==> src/rtl/bcd_code_converter.sv <==
// Digit-serial decimal code converter: BCD<->Excess-3, BCD->Aiken 2421 and BCD->binary,
// one digit per clock (most significant digit first) behind valid/ready handshakes.
module bcd_code_converter #(
    parameter int DIGITS = 4
) (
    input  logic                  i_clk,
    input  logic                  i_rst_n,
    input  logic                  i_in_valid,
    output logic                  o_in_ready,
    input  logic [4*DIGITS-1:0]   i_in_data,
    input  logic [1:0]            i_in_mode,
    output logic                  o_out_valid,
    input  logic                  i_out_ready,
    output logic [4*DIGITS-1:0]   o_out_data,
    output logic [DIGITS-1:0]     o_out_err
);

    localparam int W    = 4 * DIGITS;
    localparam int IDXW = (DIGITS > 1) ? $clog2(DIGITS) : 1;

    localparam logic [1:0] MODE_BCD2XS3  = 2'b00;
    localparam logic [1:0] MODE_XS32BCD  = 2'b01;
    localparam logic [1:0] MODE_BCD2AIK  = 2'b10;
    localparam logic [1:0] MODE_BCD2BIN  = 2'b11;

    typedef enum logic [1:0] {
        IDLE = 2'd0,
        CONV = 2'd1,
        DONE = 2'd2
    } state_t;

    state_t             r_state;
    state_t             w_stateNext;

    logic [W-1:0]       r_shift;
    logic [1:0]         r_mode;
    logic [IDXW-1:0]    r_idx;
    logic [W-1:0]       r_acc;
    logic [W-1:0]       r_outData;
    logic [DIGITS-1:0]  r_outErr;
    logic               r_outValid;

    logic [3:0]         w_digit;
    logic [3:0]         w_mapped;
    logic [3:0]         w_accDigit;
    logic               w_bad;
    logic [W-1:0]       w_accNext;
    logic [W-1:0]       w_outDataNext;
    logic [DIGITS-1:0]  w_errNext;
    logic               w_accept;
    logic               w_lastDigit;

    assign w_accept    = (r_state == IDLE) && i_in_valid;
    assign w_lastDigit = (r_idx == '0);

    always_ff @(posedge i_clk) begin
        if (!i_rst_n) begin
            r_state <= IDLE;
        end else begin
            r_state <= w_stateNext;
        end
    end

    always_comb begin
        w_stateNext = r_state;
        case (r_state)
            IDLE: begin
                if (i_in_valid) begin
                    w_stateNext = CONV;
                end
            end
            CONV: begin
                if (w_lastDigit) begin
                    w_stateNext = DONE;
                end
            end
            DONE: begin
                if (i_out_ready) begin
                    w_stateNext = IDLE;
                end
            end
            default: w_stateNext = IDLE;
        endcase
    end

    // The captured word is shifted left each cycle, so the digit in flight is always the top nibble.
    always_comb begin
        w_digit    = r_shift[W-1 -: 4];
        w_mapped   = 4'd0;
        w_accDigit = 4'd0;
        w_bad      = 1'b0;
        case (r_mode)
            MODE_BCD2XS3: begin
                if (w_digit <= 4'd9) begin
                    w_mapped = w_digit + 4'd3;
                end else begin
                    w_bad = 1'b1;
                end
            end
            MODE_XS32BCD: begin
                if ((w_digit >= 4'd3) && (w_digit <= 4'd12)) begin
                    w_mapped = w_digit - 4'd3;
                end else begin
                    w_bad = 1'b1;
                end
            end
            MODE_BCD2AIK: begin
                if (w_digit <= 4'd4) begin
                    w_mapped = w_digit;
                end else if (w_digit <= 4'd9) begin
                    w_mapped = w_digit + 4'd6;
                end else begin
                    w_bad = 1'b1;
                end
            end
            MODE_BCD2BIN: begin
                if (w_digit <= 4'd9) begin
                    w_accDigit = w_digit;
                end else begin
                    w_bad = 1'b1;
                end
            end
            default: w_bad = 1'b0;
        endcase
    end

    // acc*10 as two shifts; 10^DIGITS-1 always fits in W bits, so no overflow handling is needed.
    assign w_accNext = (r_acc << 3) + (r_acc << 1) + W'(w_accDigit);

    always_comb begin
        w_outDataNext = r_outData;
        w_errNext     = r_outErr;
        for (int i = 0; i < DIGITS; i++) begin
            if (r_idx == IDXW'(i)) begin
                w_errNext[i] = w_bad;
                if (r_mode != MODE_BCD2BIN) begin
                    w_outDataNext[4*i +: 4] = w_mapped;
                end
            end
        end
        if ((r_mode == MODE_BCD2BIN) && w_lastDigit) begin
            w_outDataNext = w_accNext;
        end
    end

    always_ff @(posedge i_clk) begin
        if (!i_rst_n) begin
            r_shift    <= '0;
            r_mode     <= 2'b00;
            r_idx      <= '0;
            r_acc      <= '0;
            r_outData  <= '0;
            r_outErr   <= '0;
            r_outValid <= 1'b0;
        end else begin
            r_outValid <= (w_stateNext == DONE);
            if (w_accept) begin
                r_shift  <= i_in_data;
                r_mode   <= i_in_mode;
                r_idx    <= IDXW'(DIGITS - 1);
                r_acc    <= '0;
                r_outErr <= '0;
            end else if (r_state == CONV) begin
                r_shift   <= r_shift << 4;
                r_idx     <= r_idx - 1'b1;
                r_acc     <= w_accNext;
                r_outData <= w_outDataNext;
                r_outErr  <= w_errNext;
            end
        end
    end

    assign o_in_ready  = (r_state == IDLE) && i_rst_n;
    assign o_out_valid = r_outValid;
    assign o_out_data  = r_outData;
    assign o_out_err   = r_outErr;

endmodule

==> config.mk <==
export PLATFORM = sky130hd
export DESIGN_NAME = bcd_code_converter
export DESIGN_NICKNAME = d
export VERILOG_FILES = /design/src/rtl/bcd_code_converter.sv
export SDC_FILE = /design/constraint.sdc
export NUM_CORES = 1
export LEC_CHECK = 0
export CORE_UTILIZATION = 43
export DETAILED_ROUTE_END_ITERATION = 12
export HOLD_SLACK_MARGIN = 0.12
export SLEW_MARGIN = 5
export SYNTH_ARGS = -nofsm -noshare
export SYNTH_HDL_FRONTEND = slang
export SYNTH_SLANG_ARGS = --single-unit
==> constraint.sdc <==
create_clock -name i_clk -period 3.75 [get_ports i_clk]
set_input_delay 1.125 -clock i_clk [delete_from_list [all_inputs] [get_ports i_clk]]
set_output_delay 1.125 -clock i_clk [all_outputs]
set_load 0.005 [all_outputs]
==> impl_metrics.ini <==
[grt]
grt_remaining_overflow = 0
grt_pass1_vias = 3111
grt_pass1_wl_um = 15400
grt_max_degree = 26
grt_usage_pct = 22.7
antenna_found_initial = 0

[yosys]
synth-edff-count = 0
ys_ff_latch = 58
yosys_most_used_dff = dfxtp_1
synth_nets = 507
synth_top_cells_by_area = dfxtp_1 (32%), ha_1 (15%), a21oi_1 (9.1%)
synthAdderAreaFrac_pct = 15.7
yosys_warnings = 0
yosys-top-cells-count = a21oi_1 (66), nand2_1 (62), dfxtp_1 (58), ha_1 (42), o21ai_0 (22)
synth_compound_area_share_pct = 26.6
muxShareOfSynthArea_pct = 1.66
ys_seq_area_share_pct = 32.1
yosys.area_share.xor_xnor_pct = 3.64
yosys.area_share.simple_pct = 15.8
synthArstFlopShare_pct = 0
synth_top_cell_by_area = dfxtp_1
synth.distinct_cells = 55
yosys.area.top_type_share_pct = 32.1
netlist_instances = 441
yosysMostFrequentCell = a21oi_1
synthesis.area_um2 = 3610
post_synth.cell_area_avg_um2 = 8.19
synth_top_family_by_area = compound AO/OA/AOI/OAI gates

[floorplanning]
die_w_um = 93.7
initial_core_util_pct = 44.2
die_area_um2 = 8770
num_io_pins = 44
rows = 33
die_h_um = 93.7
core_area_um2 = 8180

[setup_path]
path_class = register to register
path_cells = inv_1 > ha_2 > o21ba_2 > nand3_1 > fa_1 > inv_1 > fa_1 > a21o_1 > a211oi_4 > o21ai_2 > a221o_1 > xnor2_1 > o22ai_1
cp_data_required_time_ns = 3.97
cp_top_family = compound AO/OA/AOI/OAI gates
worstPathMaxFanout = 8
end_kind = register
critPathLaunchType = register
crit_path_top_delay_cell = fa_1
cpPeakStageDelay_ns = 0.49
cp_data_arrival_time_ns = 3.78
crit_buf_inv = 2

[timing]
fin_crit_ns = 3.56
hold_viol = 0
worst_slack_ns = 0.190
fmax_mhz = 281
relSlewSlack_pct = 39.3
clock_skew_ns = 0.00916
rsz0062_at_grt = false
finalSetupViolations = 0
min_period_over_period_pct = 94.9
setup_tns_ns = 0
drv_slew = 0
worstMarginPinSlew_ns = 0.906

[placed_design]
place.detailed.hpwl_um = 7010
gp_congestion = 0.910
dp_worst_setup_slack_ns = 0.0984
io_buffers = 43

[final_layout]
regArea_um2 = 1160
nFillCells = 780
area_growth_syn_to_layout_pct = 21.3
n_antenna_cell = 0
nets = 548
drive_gt1_share_pct = 7.60
multi_input_area_um2 = 2300

[power_and_ir_drop]
power.total_uw = 1650
vdd_drop_max_mv = 0.181
power-per-cell-area_nw_per_um2 = 377
leakagePower_uw = 0.00182

[routing]
viasPerCell = 5.45
num_vias = 3228
routedWlPerCell_um = 15.8
detail_route.iter0.violations = 137
first_pass_iters = 5
totalWireLength_um = 9370
antenna_left = 0
drc = 0

[job]
cap_viol_max_count = 0

[clock_network]
cts_hold_buf = 0
numClockSinks = 58
htree_levels = 3
cts_tree = yes
worstSkewPairLatency_ns = 0.34
cts_buffers = 9
clkSlewWorstSetupHoldPaths_ns = 0.07
root_buffer = clkbuf_8
cts_buffer_depth = 2

[worst_hold_path]
hold_class = register to register

[run_status]
outcome = completed
-- power breakdown --
group	internal, uW	switching [uW]
registers	651	28.6
logic	138	188
clock network	372	276
-- cells by family (layout without fill, tap and decap cells) --
logic type / Yosys count / count (layout)
AO/OA/AOI/OAI: 152 / 152
AND/OR/NAND/NOR: 125 / 125
flip-flops: 58 / 58
adder cells (fa/ha/maj): 44 / 44
buffers and inverters: 41 / 87
XOR/XNOR: 15 / 15
multiplexers: 6 / 6
-- final timing paths --
path / startpoint / endpoint / slack (ns) / cells after the start
max: r_shift[13]$_SDFFE_PN0P_ / o_out_data[14]$_SDFFE_PN0P_ / 0.19 / 13
min reg2reg: r_shift[5]$_SDFFE_PN0P_ / r_shift[5]$_SDFFE_PN0P_ / 0.46 / 2
min: r_shift[5]$_SDFFE_PN0P_ / r_shift[5]$_SDFFE_PN0P_ / 0.46 / 2
max reg2reg: r_shift[13]$_SDFFE_PN0P_ / o_out_data[14]$_SDFFE_PN0P_ / 0.19 / 13
-- through the flow --
step | utilization (%) | hold WS, ns | area, um2 | instances
5_1_grt | 53.6 | 0.479 | 4380 | 592
6_report | 53.6 | 0.455 | 4380 | 592
4_1_cts | 53.5 | 0.458 | 4380 | 592
2_1_floorplan | - | 0.437 | 3610 | 441
3_3_place_gp | 50.9 | 0.445 | 4160 | 576
3_5_place_dp | 50.9 | 0.449 | 4160 | 576
-- metal layers --
layer | track usage (%) | vias to the layer above | part of all wire [%]
li1 | - | 1650 | -
met1 | 28.0 | 1506 | 45
met2 | 39.6 | 68 | 50
met3 | 5.42 | 4 | 4.2
met4 | 6.03 | 0 | 0.54
met5 | 0 | - | 0
-- sequential cells by signal (all words and copies together), names as in the netlist --
name / flops
r_shift: 16
r_state: 2
r_mode: 2
r_idx: 2
o_out_valid: 1
o_out_err: 4
r_acc: 15
o_out_data: 16
-- cell type report --
| type | instances | share of cell area (%) |
|---|---|---|
| timing repair buffer | 53 | 11.5 |
| clock buffer | 9 | 2.83 |
| inverter | 18 | 1.54 |
| sequential | 58 | 26.5 |
| multi-input combinational | 342 | 52.5 |
| clock inverter | 7 | 2.14 |
| tap | 105 | 3.00 |
-- repair_timing --
action / CTS / global route
gates resized for setup: 0 / 2
setup buffers: 0 / 0
hold endpoints to repair: 0 / 0
setup endpoints to repair: 0 / 4
-- placed cells by master, fill, tap and decap left out, types with 4 or more instances in the layout --
cell type	Yosys	routed
a211oi_1	10	10
a21o_1	7	7
a21oi_1	66	66
a22oi_1	14	14
a31oi_1	6	6
and3_1	5	5
buf_4	1	10
clkbuf_8	0	9
clkdlybuf4s50_1	0	43
dfxtp_1	58	58
ha_1	42	41
inv_1	17	17
mux2i_1	6	6
nand2_1	62	62
nand2b_1	9	9
nand3_1	11	11
nor2_1	21	21
o21ai_0	22	22
xnor2_1	11	11
xor2_1	4	4
-- worst register-to-register path, stage by stage, from the launching register on --
cell      delay [ns]
dfxtp_1         0.31
inv_1           0.16
ha_2            0.31
o21ba_2         0.19
nand3_1         0.11
fa_1            0.49
inv_1           0.07
fa_1            0.47
a21o_1          0.24
a211oi_4        0.26
o21ai_2         0.15
a221o_1         0.42
xnor2_1         0.16
o22ai_1         0.10
Note: power is estimated with default switching activity, not from simulation.
